--- config.mk ---
export PLATFORM = sky130hd
export DESIGN_NAME = mips32_trace_capture
export DESIGN_NICKNAME = d
export VERILOG_FILES = /design/src/rtl/mips32_trace_pkg.sv /design/src/rtl/mips32_trace_ram.sv /design/src/rtl/mips32_trace_capture.sv
export SDC_FILE = /design/constraint.sdc
export NUM_CORES = 1
export LEC_CHECK = 0
export ABC_AREA = 1
export BUFFER_PORTS_ARGS = -buffer_cell sky130_fd_sc_hd__buf_2
export CAP_MARGIN = 20
export CORE_UTILIZATION = 45
export DETAILED_ROUTE_END_ITERATION = 16
export PLACE_DENSITY_LB_ADDON = 0.1
export SYNTH_ARGS = -nofsm -noshare
export SYNTH_HDL_FRONTEND = slang
export SYNTH_SLANG_ARGS = --single-unit
export TNS_END_PERCENT = 30
--- constraint.sdc ---
create_clock -name clk -period 4.5 [get_ports clk]
set_input_delay 0.9 -clock clk [delete_from_list [all_inputs] [get_ports clk]]
set_output_delay 0.9 -clock clk [all_outputs]
set_load 0.02 [all_outputs]
--- src/rtl/mips32_trace_pkg.sv ---
// Shared mode/state encodings and width helper for the MIPS32 trace capture unit.
package mips32_trace_pkg;

  localparam logic [1:0] MODE_ONESHOT = 2'd0;
  localparam logic [1:0] MODE_CONT    = 2'd1;
  localparam logic [1:0] MODE_TRIG    = 2'd2;

  localparam logic [1:0] ST_IDLE    = 2'd0;
  localparam logic [1:0] ST_ARMED   = 2'd1;
  localparam logic [1:0] ST_CAPTURE = 2'd2;
  localparam logic [1:0] ST_DONE    = 2'd3;

  // Entry count must represent 0..DEPTH inclusive.
  function automatic int cnt_w(input int depth);
    return $clog2(depth) + 1;
  endfunction

endpackage

--- src/rtl/mips32_trace_ram.sv ---
// Trace storage: DEPTH x 2*DATA_W, synchronous write, asynchronous read, no reset.
module mips32_trace_ram #(
  parameter int DATA_W = 32,
  parameter int DEPTH  = 16,
  localparam int AW    = $clog2(DEPTH)
) (
  input  logic                clk,
  input  logic                we,
  input  logic [AW-1:0]       waddr,
  input  logic [2*DATA_W-1:0] wdata,
  input  logic [AW-1:0]       raddr,
  output logic [2*DATA_W-1:0] rdata
);

  logic [2*DATA_W-1:0] mem [DEPTH];

  always_ff @(posedge clk) begin
    if (we) mem[waddr] <= wdata;
  end

  assign rdata = mem[raddr];

endmodule

--- src/rtl/mips32_trace_capture.sv ---
// Records (instr, result) pairs into a circular buffer and streams them oldest-first on a valid/ready port.
// Writes land on the capturing edge; rd_valid rises the cycle DONE is entered and data holds while rd_ready is low.
module mips32_trace_capture
  import mips32_trace_pkg::*;
#(
  parameter int DATA_W = 32,
  parameter int DEPTH  = 16,
  parameter int POST   = 8
) (
  input  logic              clk,
  input  logic              rst_n,
  input  logic              cap_valid,
  input  logic [DATA_W-1:0] cap_instr,
  input  logic [DATA_W-1:0] cap_result,
  input  logic [1:0]        mode,
  input  logic [DATA_W-1:0] trig_mask,
  input  logic [DATA_W-1:0] trig_value,
  input  logic              arm,
  input  logic              stop,
  input  logic              rd_ready,
  output logic              rd_valid,
  output logic [DATA_W-1:0] rd_instr,
  output logic [DATA_W-1:0] rd_result,
  output logic              rd_last,
  output logic [$clog2(DEPTH):0] count,
  output logic              busy,
  output logic              overflow
);

  localparam int AW = $clog2(DEPTH);
  localparam int CW = cnt_w(DEPTH);
  localparam logic [CW-1:0] FULL_C = CW'(DEPTH);
  localparam logic [CW-1:0] POST_C = CW'(POST);

  logic [1:0]          state, state_d;
  logic [1:0]          mode_q, mode_d;
  logic [AW-1:0]       wptr, wptr_d, rd_ptr, rd_ptr_d;
  logic [CW-1:0]       count_d;
  logic                ovf_d;
  logic                we;
  logic                hit;
  logic [2*DATA_W-1:0] rdata;

  assign hit = (cap_instr & trig_mask) == (trig_value & trig_mask);

  always_comb begin
    state_d  = state;
    mode_d   = mode_q;
    wptr_d   = wptr;
    rd_ptr_d = rd_ptr;
    count_d  = count;
    ovf_d    = overflow;
    we       = 1'b0;
    case (state)
      ST_IDLE: begin
        if (arm) begin
          mode_d  = (mode == MODE_CONT || mode == MODE_TRIG) ? mode : MODE_ONESHOT;
          wptr_d  = '0;
          count_d = '0;
          ovf_d   = 1'b0;
          state_d = (mode == MODE_TRIG) ? ST_ARMED : ST_CAPTURE;
        end
      end
      ST_ARMED: begin
        if (cap_valid && hit) begin
          we      = 1'b1;
          wptr_d  = wptr + 1'b1;
          count_d = CW'(1);
          state_d = (POST == 1 || stop) ? ST_DONE : ST_CAPTURE;
        end else if (stop) begin
          state_d = ST_IDLE;
        end
      end
      ST_CAPTURE: begin
        if (cap_valid) begin
          we     = 1'b1;
          wptr_d = wptr + 1'b1;
          // CONT keeps overwriting the oldest entry once the buffer is full.
          if (mode_q == MODE_CONT && count == FULL_C) ovf_d = 1'b1;
          else count_d = count + 1'b1;
        end
        case (mode_q)
          MODE_CONT: if (stop) state_d = ST_DONE;
          MODE_TRIG: if (stop || count_d == POST_C) state_d = ST_DONE;
          default:   if (count_d == FULL_C) state_d = ST_DONE;
        endcase
      end
      default: begin
        if (count == '0) begin
          state_d = ST_IDLE;
        end else if (rd_ready) begin
          rd_ptr_d = rd_ptr + 1'b1;
          count_d  = count - 1'b1;
          if (count == CW'(1)) state_d = ST_IDLE;
        end
      end
    endcase
    // Oldest entry sits count slots behind the write pointer; modulo wrap is free at power-of-two depth.
    if (state != ST_DONE && state_d == ST_DONE) rd_ptr_d = wptr_d - count_d[AW-1:0];
  end

  always_ff @(posedge clk or negedge rst_n) begin
    if (!rst_n) begin
      state    <= ST_IDLE;
      mode_q   <= MODE_ONESHOT;
      wptr     <= '0;
      rd_ptr   <= '0;
      count    <= '0;
      overflow <= 1'b0;
    end else begin
      state    <= state_d;
      mode_q   <= mode_d;
      wptr     <= wptr_d;
      rd_ptr   <= rd_ptr_d;
      count    <= count_d;
      overflow <= ovf_d;
    end
  end

  mips32_trace_ram #(.DATA_W(DATA_W), .DEPTH(DEPTH)) u_ram (
    .clk   (clk),
    .we    (we),
    .waddr (wptr),
    .wdata ({cap_instr, cap_result}),
    .raddr (rd_ptr),
    .rdata (rdata)
  );

  assign rd_valid  = (state == ST_DONE) && (count != '0);
  assign rd_instr  = rd_valid ? rdata[2*DATA_W-1:DATA_W] : '0;
  assign rd_result = rd_valid ? rdata[DATA_W-1:0] : '0;
  assign rd_last   = rd_valid && (count == CW'(1));
  assign busy      = (state == ST_ARMED) || (state == ST_CAPTURE);

endmodule

==> metrics.txt, run 1 <==
run status finished, final reports clean; crit-path max cell delay 680 ps; post-synthesis async set-or-reset flop share 1.727%; Die Span X 307.7 um; drt first pass iters 6; Post-Syn Area 42050 um2; worst skew pair latency 690 ps; Cell Count, Final, Fillers Out 4719; Die Ht 307.7 um; setup TNS 0 ps; HPWL Detailed 65.24 mm; buffers added on ports 208; CP delay by family, top buffers and inverters; worst flop-to-flop path endpoint rd_ptr[2]$_DFFE_PN0P_; Vias/cell 5.886; Distinct cells, synth 40; Detail Route Antenna Nets 0; Max Clk Rate 0.2327 GHz; number of cells on the critical path 7; clk buf depth 3; top cell type's share of synthesized area 73.13%; ant diodes 0; cells after synthesis 3204; number of enable flip-flop cells after synthesis 1024; largest net degree at the start of global routing 166; DR WL/cell 25.12 um; sequential share of the synthesized area 74.20%; Initial Util 45.66%; Clock Skews 21.09 ps; RSZ-0062 raised after global routing no; Area Growth Syn to Fin 15.29%; RePlAce Congestion 0.8431; Worst setup EP type primary output; Yosys reg bits 1042; Slew Limit Fails 0; Final setup viols 0; GRT Resource Usage Total 24.90%; Slew @ Worst Pin 996.0 ps; crit-path cells inv_8 > buf_4 > nor2_1 > o221ai_1 > o211ai_1 > a21oi_1 > buf_2; largest area contributor in the netlist edfxtp_1; Synth warnings 0; power per cell area 588.9 nW/um2; Min-Delay Path Class input pin to async pin; die area 94670 um2; total congestion overflow 0; VDD IR max 0.0003755 V; Critical Path RT 3600 ps; starting DRC count in detailed routing 2689; final worst path period share 95.50%; cell with the most instances after synthesis edfxtp_1; syn_nets 3360; largest fanout on the critical path 51; TritonCTS Sinks 1042; Setup crit start rd_ptr[0]$_DFFE_PN0P_; CTS tree built; Tmin final 4297 ps; CTS Root Cell clkbuf_16; reg2reg path depth 16; Top FF cell, synth edfxtp_1; H-tree levels 3; Remaining DRCs 0; antenna violations before repair 4; Hold Vio Cnt, Final 0; crit path launch type flop; kind of critical path flop to primary output; Core Area 92080 um2; Worst path slowest cell dfrtp_4; multi-input combinational cell area 9697 um2; maxcap violations 0; Setup crit end rd_result[21]; fill count 7738; first-pass GRT wire length 175.2 mm; leakage power 16.06 nW; fraction of layout cells with a size suffix above 1 13.78%; io pins 209; Crit path buffers/inverters 3; nets 3540; CP arrival 3400 ps; Reg-to-Reg Start count[0]$_DFF_PN0_; Hold Slack 155.8 ps; Post-synth top cells edfxtp_1, nor2_1, o21ai_0; Mapped Avg Cell Area 13.12 um2; row cnt 111; number of global-route vias before repair 27510; top post-synthesis cells by area edfxtp_1, o21ai_0, nor2_1, o221ai_1, clkbuf_1; Reg area 31210 um2; Placed Instances 4516; via count 27780; final WL 118.5 mm; Register-to-Register Setup Slack 1400 ps; CTS Buf Count 108; slew margin rel. 33.60%; Clock transition at path regs 60 ps
worst reg2reg max path: stages (launching register included):
cell and delay [ps]:
dfrtp_1 530, inv_1 150, ha_1 230, inv_1 110
nor3_1 70, inv_2 190, nand2_1 180, o21ai_0 180
a21oi_1 60, a41oi_1 250, ha_1 190, inv_1 70
fa_1 410, xnor2_1 170, nand2_1 70, nand3_1 80
nand2_1 50
layout by cell type, fill, tap and decap left out, drive strengths merged, types with 3 or more instances in the layout:
cell type,n
o221ai,175
o21ai,532
ha,19
edfxtp,1024
xor2,7
inv,104
nand4,8
dfrtp,18
nand2,159
nand3,102
bufinv,7
buf,292
clkinvlp,7
nor2,573
o22ai,83
clkinv,50
a21oi,70
a31oi,5
xnor2,3
clkbuf,136
nor3,4
or2,4
o211ai,82
logic make-up after synthesis:
group	after synthesis	share of synthesized area, %
DFF	1042	74.20
AOI/OAI and AO/OA	956	13.78
and+or+nand+nor	852	8.138
buffers and inverters	324	3.062
adders and majority gates	20	0.6130
xor gates and xnor gates	10	0.2083
final cells by class:
| class | count | share of cell area (%) |
|---|---|---|
| Clock buffer | 136 | 5.923 |
| Clock inverter | 66 | 1.084 |
| Inverter | 102 | 0.8207 |
| Multi-Input combinational cell | 1838 | 20.00 |
| Sequential cell | 1042 | 64.39 |
| Tap cell | 1243 | 3.208 |
| Timing Repair Buffer | 292 | 4.573 |
through the flow:
stage	total power (W)	worst slack, ps	utilization, %	instance area, um2
finish	0.02855	202.5	52.65	48480
global route	0.02993	4.421	52.65	48480
CTS	0.02871	50.92	52.62	48450
detailed placement	0.02011	271.6	48.92	45050
global placement	0.02001	260.0	48.92	45050
floorplan	0.01693	-682.0	-	42050
flip-flops by register name, summed over array words and instances, names as in the netlist:
signal and cells:
rd_ptr 4, u_ram.mem 1024, mode_q 2, wptr 4, overflow 1, state 2, count 5
layer usage:
layer	share of wire, %	vias up	GRT usage (%)
li1	-	12450	-
met1	43	14080	34.29
met2	48	1060	40.90
met3	6.6	185	3.592
met4	2.5	6	7.683
met5	0.033	-	0
worst min path at each step:
| stage | from | endpoint | slack, ps | depth (start not counted) |
|---|---|---|---|---|
| 2_1_floorplan | mode_q[1]$_DFFE_PN0P_ | mode_q[1]$_DFFE_PN0P_ | 520 | 2 |
| 3_3_place_gp | overflow$_DFFE_PN0P_ | overflow$_DFFE_PN0P_ | 510 | 2 |
| 3_5_place_dp | overflow$_DFFE_PN0P_ | overflow$_DFFE_PN0P_ | 510 | 2 |
| 4_1_cts | rst_n | state[1]$_DFF_PN0_ | 130 | 1 |
| 5_1_grt | rst_n | state[1]$_DFF_PN0_ | 150 | 1 |
| 6_report | rst_n | state[1]$_DFF_PN0_ | 160 | 1 |
report_power, final:
| group | internal [W] | switching (W) | leakage [nW] | total, W |
|---|---|---|---|---|
| clock | 0.00491 | 0.00369 | 1.64 | 0.00860 |
| sequential | 0.0109 | 0.000241 | 9.43 | 0.0111 |
| combinational | 0.00260 | 0.00620 | 4.99 | 0.00880 |
| total | 0.0184 | 0.0101 | 16.1 | 0.0285 |
what timing repair did:
action / CTS / global route
cloned: 0 / 0
pin swaps: 0 / 1
endpoints found under the setup margin: 1 / 6
buffers inserted: 0 / 1
hold buffers: 0 / 0
gates resized for setup: 1 / 1
Power figures use the tool's default switching activity.
==> inputs of run 2 (changes only) <==
- CORE_ASPECT_RATIO: unset -> 1.4
==> run 2 against run 1 <==
Clock-buffer cell count fell by 20. Register-to-register slack got worse by 210 ps. Non-clock buffer count rose by 3. Maximum frequency fell by 0.80%. Combinational power fell by 2%. Utilization fell by 0.64 points. Clock skew fell by 1.3 ps. Clock power fell by 6.4%. First-iteration DRC count fell by 3.2%. Die area barely moved. Critical path type unchanged. Critical endpoint is now rd_instr[12]. Largest cell class unchanged.
==> metrics.txt, run 2 (synthesized netlist as in run 1, its figures left out) <==
run status finished, final reports clean (unchanged); most common cell after layout, fill and taps aside edfxtp_1 (unchanged); leakage power 15.95 nW (was 16.06 nW); number of global-route vias before repair 27520 (was 27510); Post-DP Area 45000 um2 (was 45050 um2); fraction of layout cells with a size suffix above 1 13.71% (was 13.78%); Clock Skews 19.77 ps (was 21.09 ps); row cnt 132 (was 111); kind of critical path flop to primary output (unchanged); Critical Path RT 3600 ps (about the same); Vias/cell 5.878 (was 5.886); total congestion overflow 0 (unchanged); GRT Resource Usage Total 24.28% (was 24.90%); Core Area 92490 um2 (was 92080 um2); first-pass GRT wire length 171.2 mm (was 175.2 mm); Die Span X 260.3 um (was 307.7 um); buffers added on ports 208 (unchanged); via count 27420 (was 27780); Tmin final 4332 ps (was 4297 ps); power per cell area 579.7 nW/um2 (was 588.9 nW/um2); maxcap violations 0 (unchanged); RSZ-0062 raised after global routing no (unchanged); HPWL Detailed 63.65 mm (was 65.24 mm); worst skew pair latency 670 ps (was 690 ps); Remaining DRCs 0 (unchanged); nets 3535 (was 3540); max reg flops 1024 (unchanged); DR WL/cell 24.68 um (was 25.12 um); drt first pass iters 6 (unchanged); crit-path max cell delay 760 ps (was 680 ps); Worst path slowest cell dfrtp_4 (unchanged); Max Clk Rate 0.2308 GHz (was 0.2327 GHz); Reg-to-Reg Start count[1]$_DFF_PN0_ (was count[0]$_DFF_PN0_); TritonCTS Sinks 1042 (unchanged); Largest Register u_ram.mem (unchanged); Clock transition at path regs 70 ps (was 60 ps); final worst path period share 96.27% (was 95.50%); Register-to-Register Setup Slack 1190 ps (was 1400 ps); design area 48100 um2 (was 48480 um2); Hold Vio Cnt, Final 0 (unchanged); Slew @ Worst Pin 835.0 ps (was 996.0 ps); final WL 115.1 mm (was 118.5 mm); Post-CTS Setup Inserts 0 (unchanged); Worst setup EP type primary output (unchanged); reg2reg path depth 20 (was 16); worst flop-to-flop path endpoint rd_ptr[3]$_DFFE_PN0P_ (was rd_ptr[2]$_DFFE_PN0P_); Initial Util 45.46% (was 45.66%); largest net degree at the start of global routing 119 (was 166); top flop regs u_ram.mem (1024), count (5) (unchanged); slew margin rel. 44.33% (was 33.60%); CTS Buf Count 100 (was 108); Slew Limit Fails 0 (unchanged); VDD IR max 0.0004109 V (was 0.0003755 V); RePlAce Congestion 0.9114 (was 0.8431); commonest cells after routing, fill and taps aside edfxtp_1, nor2_1, o21ai_0 (unchanged); setup TNS 0 ps (unchanged); CTS Root Cell clkbuf_16 (unchanged); starting DRC count in detailed routing 2603 (was 2689); H-tree levels 3 (unchanged); largest fanout on the critical path 57 (was 51); crit-path cells inv_6 > buf_12 > o21ai_0 > o221ai_1 > nand3_1 > a21oi_1 > buf_2 (was inv_8 > buf_4 > nor2_1 > o221ai_1 > o211ai_1 > a21oi_1 > buf_2); Overall Power 0.02789 W (was 0.02855 W); Detail Route Antenna Nets 0 (unchanged); die area 94680 um2 (was 94670 um2); Min-Delay Path Class input pin to async pin (unchanged); hold buffers post-CTS 0 (unchanged); antenna violations before repair 2 (was 4); crit path launch type flop (unchanged); # resized after CTS 0 (was 1); CTS tree built (unchanged); CP arrival 3430 ps (was 3400 ps); Final setup viols 0 (unchanged); Die Ht 363.7 um (was 307.7 um); clk buf depth 3 (unchanged); Area Growth Syn to Fin 14.40% (was 15.29%); io pins 209 (unchanged)
-- run 2: cell types whose count changed in the layout (fill, tap and decap cells not counted), moves of 2 or more --
cell	delta
clkinv_2	+8
clkbuf_16	-9
clkinvlp_4	-6
clkbuf_1	-11
clkinv_1	-4
buf_4	+6
buf_12	-2
-- run 2: worst max path at each step --
| stage | from | end | slack [ps] | depth (start not counted) |
|---|---|---|---|---|
| 3_3_place_gp | cap_instr[29] | u_ram.mem[6][24]$_DFFE_PP_ | 510 | 14 |
| 5_1_grt | rd_ptr[1]$_DFFE_PN0P_ | rd_instr[4] | 30 | 6 |
| 3_5_place_dp | cap_instr[29] | u_ram.mem[6][38]$_DFFE_PP_ | 500 | 14 |
| 2_1_floorplan | cap_instr[7] | u_ram.mem[0][0]$_DFFE_PP_ | -680 | 10 |
| 6_report | rd_ptr[1]$_DFFE_PN0P_ | rd_instr[12] | 170 | 7 |
| 4_1_cts | rd_ptr[1]$_DFFE_PN0P_ | rd_instr[26] | 110 | 7 |
-- run 2: power breakdown --
| group | switching, W | internal, W | leakage, nW |
|---|---|---|---|
| clock | 0.00357 | 0.00448 | 1.53 |
| sequential | 0.000288 | 0.0109 | 9.43 |
| combinational | 0.00605 | 0.00260 | 4.99 |
-- run 2: layout make-up --
type                            instances  area (um2)
Inverter                              102       397.9
Clock inverter                         64       491.7
Antenna cell                            1       2.502
Sequential cell                      1042       31210
Fill cell                            7747       44390
Tap cell                             1206        1509
Clock buffer                          116        2605
Timing Repair Buffer                  295        2195
Multi-Input combinational cell       1838        9688
-- run 2: metal layers --
metal,track usage [%],wire (um),vias to the layer above
met1,31.88,47850,13830
met5,0,13,-
met2,41.64,57680,978
met4,8.050,3129,2
li1,-,-,12410
met3,3.045,6421,187
-- run 2: critical path: cells and delay by family (launching register included) --
kind            cells  cell delay, ps
buf+inv             3            1040
flops               1             760
compound gates      3             740
simple gates        1             110
-- run 2: per-stage QoR --
step	std cells	hold slack, ps	utilization [%]	setup slack (ps)
after floorplan	3204	521.7	-	-682.0
after global placement	4483	519.1	48.66	512.5
after detailed placement	4483	504.2	48.66	500.6
after CTS	4663	136.1	52.01	115.0
after global routing	4663	173.3	52.01	29.58
final	4664	162.3	52.01	167.7
==> inputs of run 3 (changes only) <==
- BUFFER_PORTS_ARGS: -buffer_cell sky130_fd_sc_hd__buf_2 -> unset
- DONT_BUFFER_PORTS: unset -> 1
- PLACE_DENSITY: unset -> 0.66
- PLACE_DENSITY_LB_ADDON: 0.1 -> unset
==> run 3 against run 2 <==
Non-clock buffer count shrank 203. Sequential share of layout area rose by 1.5 points. Global-route usage decreased by 1.6 points. Maximum frequency up 0.99%. Setup slack improved by 42 ps. Routed wire length is 6.2% lower. Clock skew fell by 3.2 ps. Power shrank 1.8%. Via count down 2.3%. Sequential power hardly changed. Clock-buffer cell count fell by 4.
==> metrics.txt, run 3 (synthesized netlist as in run 1, its figures left out) <==
final worst path period share 95.33% (was 96.27%); leakage power 15.03 nW (was 15.95 nW); Worst setup EP type primary output (unchanged); kind of critical path flop to primary output (unchanged); Slew @ Worst Pin 946.3 ps (was 835.0 ps); number of global-route vias before repair 26420 (was 27520); CTS Root Cell clkbuf_16 (unchanged); die area 94680 um2 (unchanged); buffers added on ports 0 (was 208); Core Area 92490 um2 (unchanged); Initial Util 45.46% (unchanged); VDD IR max 0.0005164 V (was 0.0004109 V); Crit path buffers/inverters 5 (was 3); Die Span X 260.3 um (unchanged); reg2reg path depth 19 (was 20); final WL 108.0 mm (was 115.1 mm); antenna violations before repair 0 (was 2); Final setup viols 0 (unchanged); design area 46990 um2 (was 48100 um2); Tmin final 4290 ps (was 4332 ps); Clock Skews 16.57 ps (was 19.77 ps); H-tree levels 3 (unchanged); Register-to-Register Setup Slack 1330 ps (was 1190 ps); most common cell after layout, fill and taps aside edfxtp_1 (unchanged); hold path cells 0; worst skew pair latency 680 ps (was 670 ps); fraction of layout cells with a size suffix above 1 8.315% (was 13.71%); crit path launch type flop (unchanged); TritonCTS Sinks 1042 (unchanged); io pins 209 (unchanged); largest fanout on the critical path 26 (was 57); Die Ht 363.7 um (unchanged); starting DRC count in detailed routing 2552 (was 2603); Hold Path End u_ram.mem[11][49]$_DFFE_PP_; HPWL Detailed 58.38 mm (was 63.65 mm); Hold Vio Cnt, Final 0 (unchanged); Post-DP Area 43940 um2 (was 45000 um2); CP arrival 3390 ps (was 3430 ps); power per cell area 582.8 nW/um2 (was 579.7 nW/um2); CP delay by family, top buffers and inverters (unchanged); Clock transition at path regs 70 ps (about the same); worst flop-to-flop path endpoint rd_ptr[3]$_DFFE_PN0P_ (unchanged); largest net degree at the start of global routing 154 (was 119); nets 3326 (was 3535); Largest Register u_ram.mem (unchanged); Min-Delay Path Class input pin to flop (was input pin to async pin); total congestion overflow 0 (unchanged); GRT Resource Usage Total 22.71% (was 24.28%); Max Clk Rate 0.2331 GHz (was 0.2308 GHz); commonest cells after routing, fill and taps aside edfxtp_1, nor2_1, o21ai_0 (unchanged); via count 26770 (was 27420); Most common cell on crit path inv_1; RSZ-0062 raised after global routing no (unchanged); CTS tree built (unchanged); run status finished, final reports clean (unchanged); Area Growth Syn to Fin 11.75% (was 14.40%); Hold Slack 307.7 ps (was 162.3 ps); Critical Path RT 3600 ps (about the same); Vias/cell 6.012 (was 5.878); slew margin rel. 36.71% (was 44.33%); Detail Route Antenna Nets 0 (unchanged); Remaining DRCs 0 (unchanged); drt first pass iters 5 (was 6); Reg-to-Reg Start count[1]$_DFF_PN0_ (unchanged); Worst path slowest cell dfrtp_1 (was dfrtp_4); first-pass GRT wire length 161.2 mm (was 171.2 mm); CTS Buf Count 94 (was 100); DR WL/cell 24.24 um (was 24.68 um); RePlAce Congestion 0.8716 (was 0.9114); row cnt 132 (unchanged); clk buf depth 3 (unchanged); maxcap violations 0 (unchanged); max reg flops 1024 (unchanged); Post-CTS Setup Inserts 0 (unchanged); HP Start cap_instr[17]; crit-path cells inv_1 > ha_1 > inv_1 > nor3_1 > inv_1 > nand2_4 > buf_12 > a21oi_1 > buf_4 (was inv_6 > buf_12 > o21ai_0 > o221ai_1 > nand3_1 > a21oi_1 > buf_2); top flop regs u_ram.mem (1024), count (5) (unchanged); crit-path max cell delay 540 ps (was 760 ps); Slew Limit Fails 0 (unchanged); ant diodes 0 (was 1)
-- run 3: repair_timing --
item	in CTS	in global routing
hold buffers	1	0
hold endpoints to repair	18	0
gates resized for setup	0	0
-- run 3: cell type report --
| cell class | count | area [um2] |
|---|---|---|
| Clock inverter | 61 | 536.8 |
| Fill cell | 7721 | 45500 |
| Inverter | 102 | 402.9 |
| Tap cell | 1206 | 1509 |
| Timing Repair Buffer | 92 | 1131 |
| Clock buffer | 112 | 2505 |
| Multi-Input combinational cell | 1838 | 9688 |
| Sequential cell | 1042 | 31210 |
-- run 3: worst register-to-register path: cells and delay by family (launching register included) --
kind	cells	cell delay, ps
AOI/OAI and AO/OA	3	650
and+or+nand+nor	10	910
adders and majority gates	2	490
DFF	1	510
buffers and inverters	4	540
-- run 3: metrics by stage --
| step | setup slack, ps | instances | TNS [ps] | total power (W) | utilization, % |
|---|---|---|---|---|---|
| after global routing | 77.83 | 4453 | 0 | 0.02866 | 50.80 |
| after CTS | 219.5 | 4453 | 0 | 0.02745 | 50.80 |
| after global placement | 712.1 | 4279 | 0 | 0.01944 | 47.50 |
| after floorplan | -682.0 | 3204 | -698360 | 0.01693 | - |
| final | 210.1 | 4453 | 0 | 0.02739 | 50.80 |
| after detailed placement | 702.7 | 4279 | 0 | 0.01957 | 47.50 |
-- run 3: per-layer routing --
| metal | global-route usage (%) | vias to the layer above | part of all wire (%) |
|---|---|---|---|
| li1 | - | 11990 | - |
| met1 | 29.29 | 13500 | 40 |
| met2 | 38.42 | 1089 | 50 |
| met3 | 4.290 | 190 | 7.3 |
| met4 | 7.660 | 0 | 2.9 |
| met5 | 0 | - | 0 |
-- run 3: report_power, final --
part	leakage [nW]	internal, W	switching [W]	total, W
sequential	9.43	0.0109	0.000274	0.0112
combinational	4.09	0.00245	0.00577	0.00823
clock	1.51	0.00449	0.00349	0.00798
-- run 3: worst max path at each step --
stage | from | to | slack, ps | cells past startpoint
final | count[1]$_DFF_PN0_ | rd_instr[9] | 210 | 9
after CTS | count[1]$_DFF_PN0_ | rd_result[24] | 220 | 9
after detailed placement | cap_instr[29] | u_ram.mem[15][21]$_DFFE_PP_ | 700 | 14
after floorplan | cap_instr[7] | u_ram.mem[0][0]$_DFFE_PP_ | -680 | 10
after global routing | count[1]$_DFF_PN0_ | rd_instr[9] | 80 | 9
after global placement | cap_instr[29] | u_ram.mem[15][21]$_DFFE_PP_ | 710 | 14
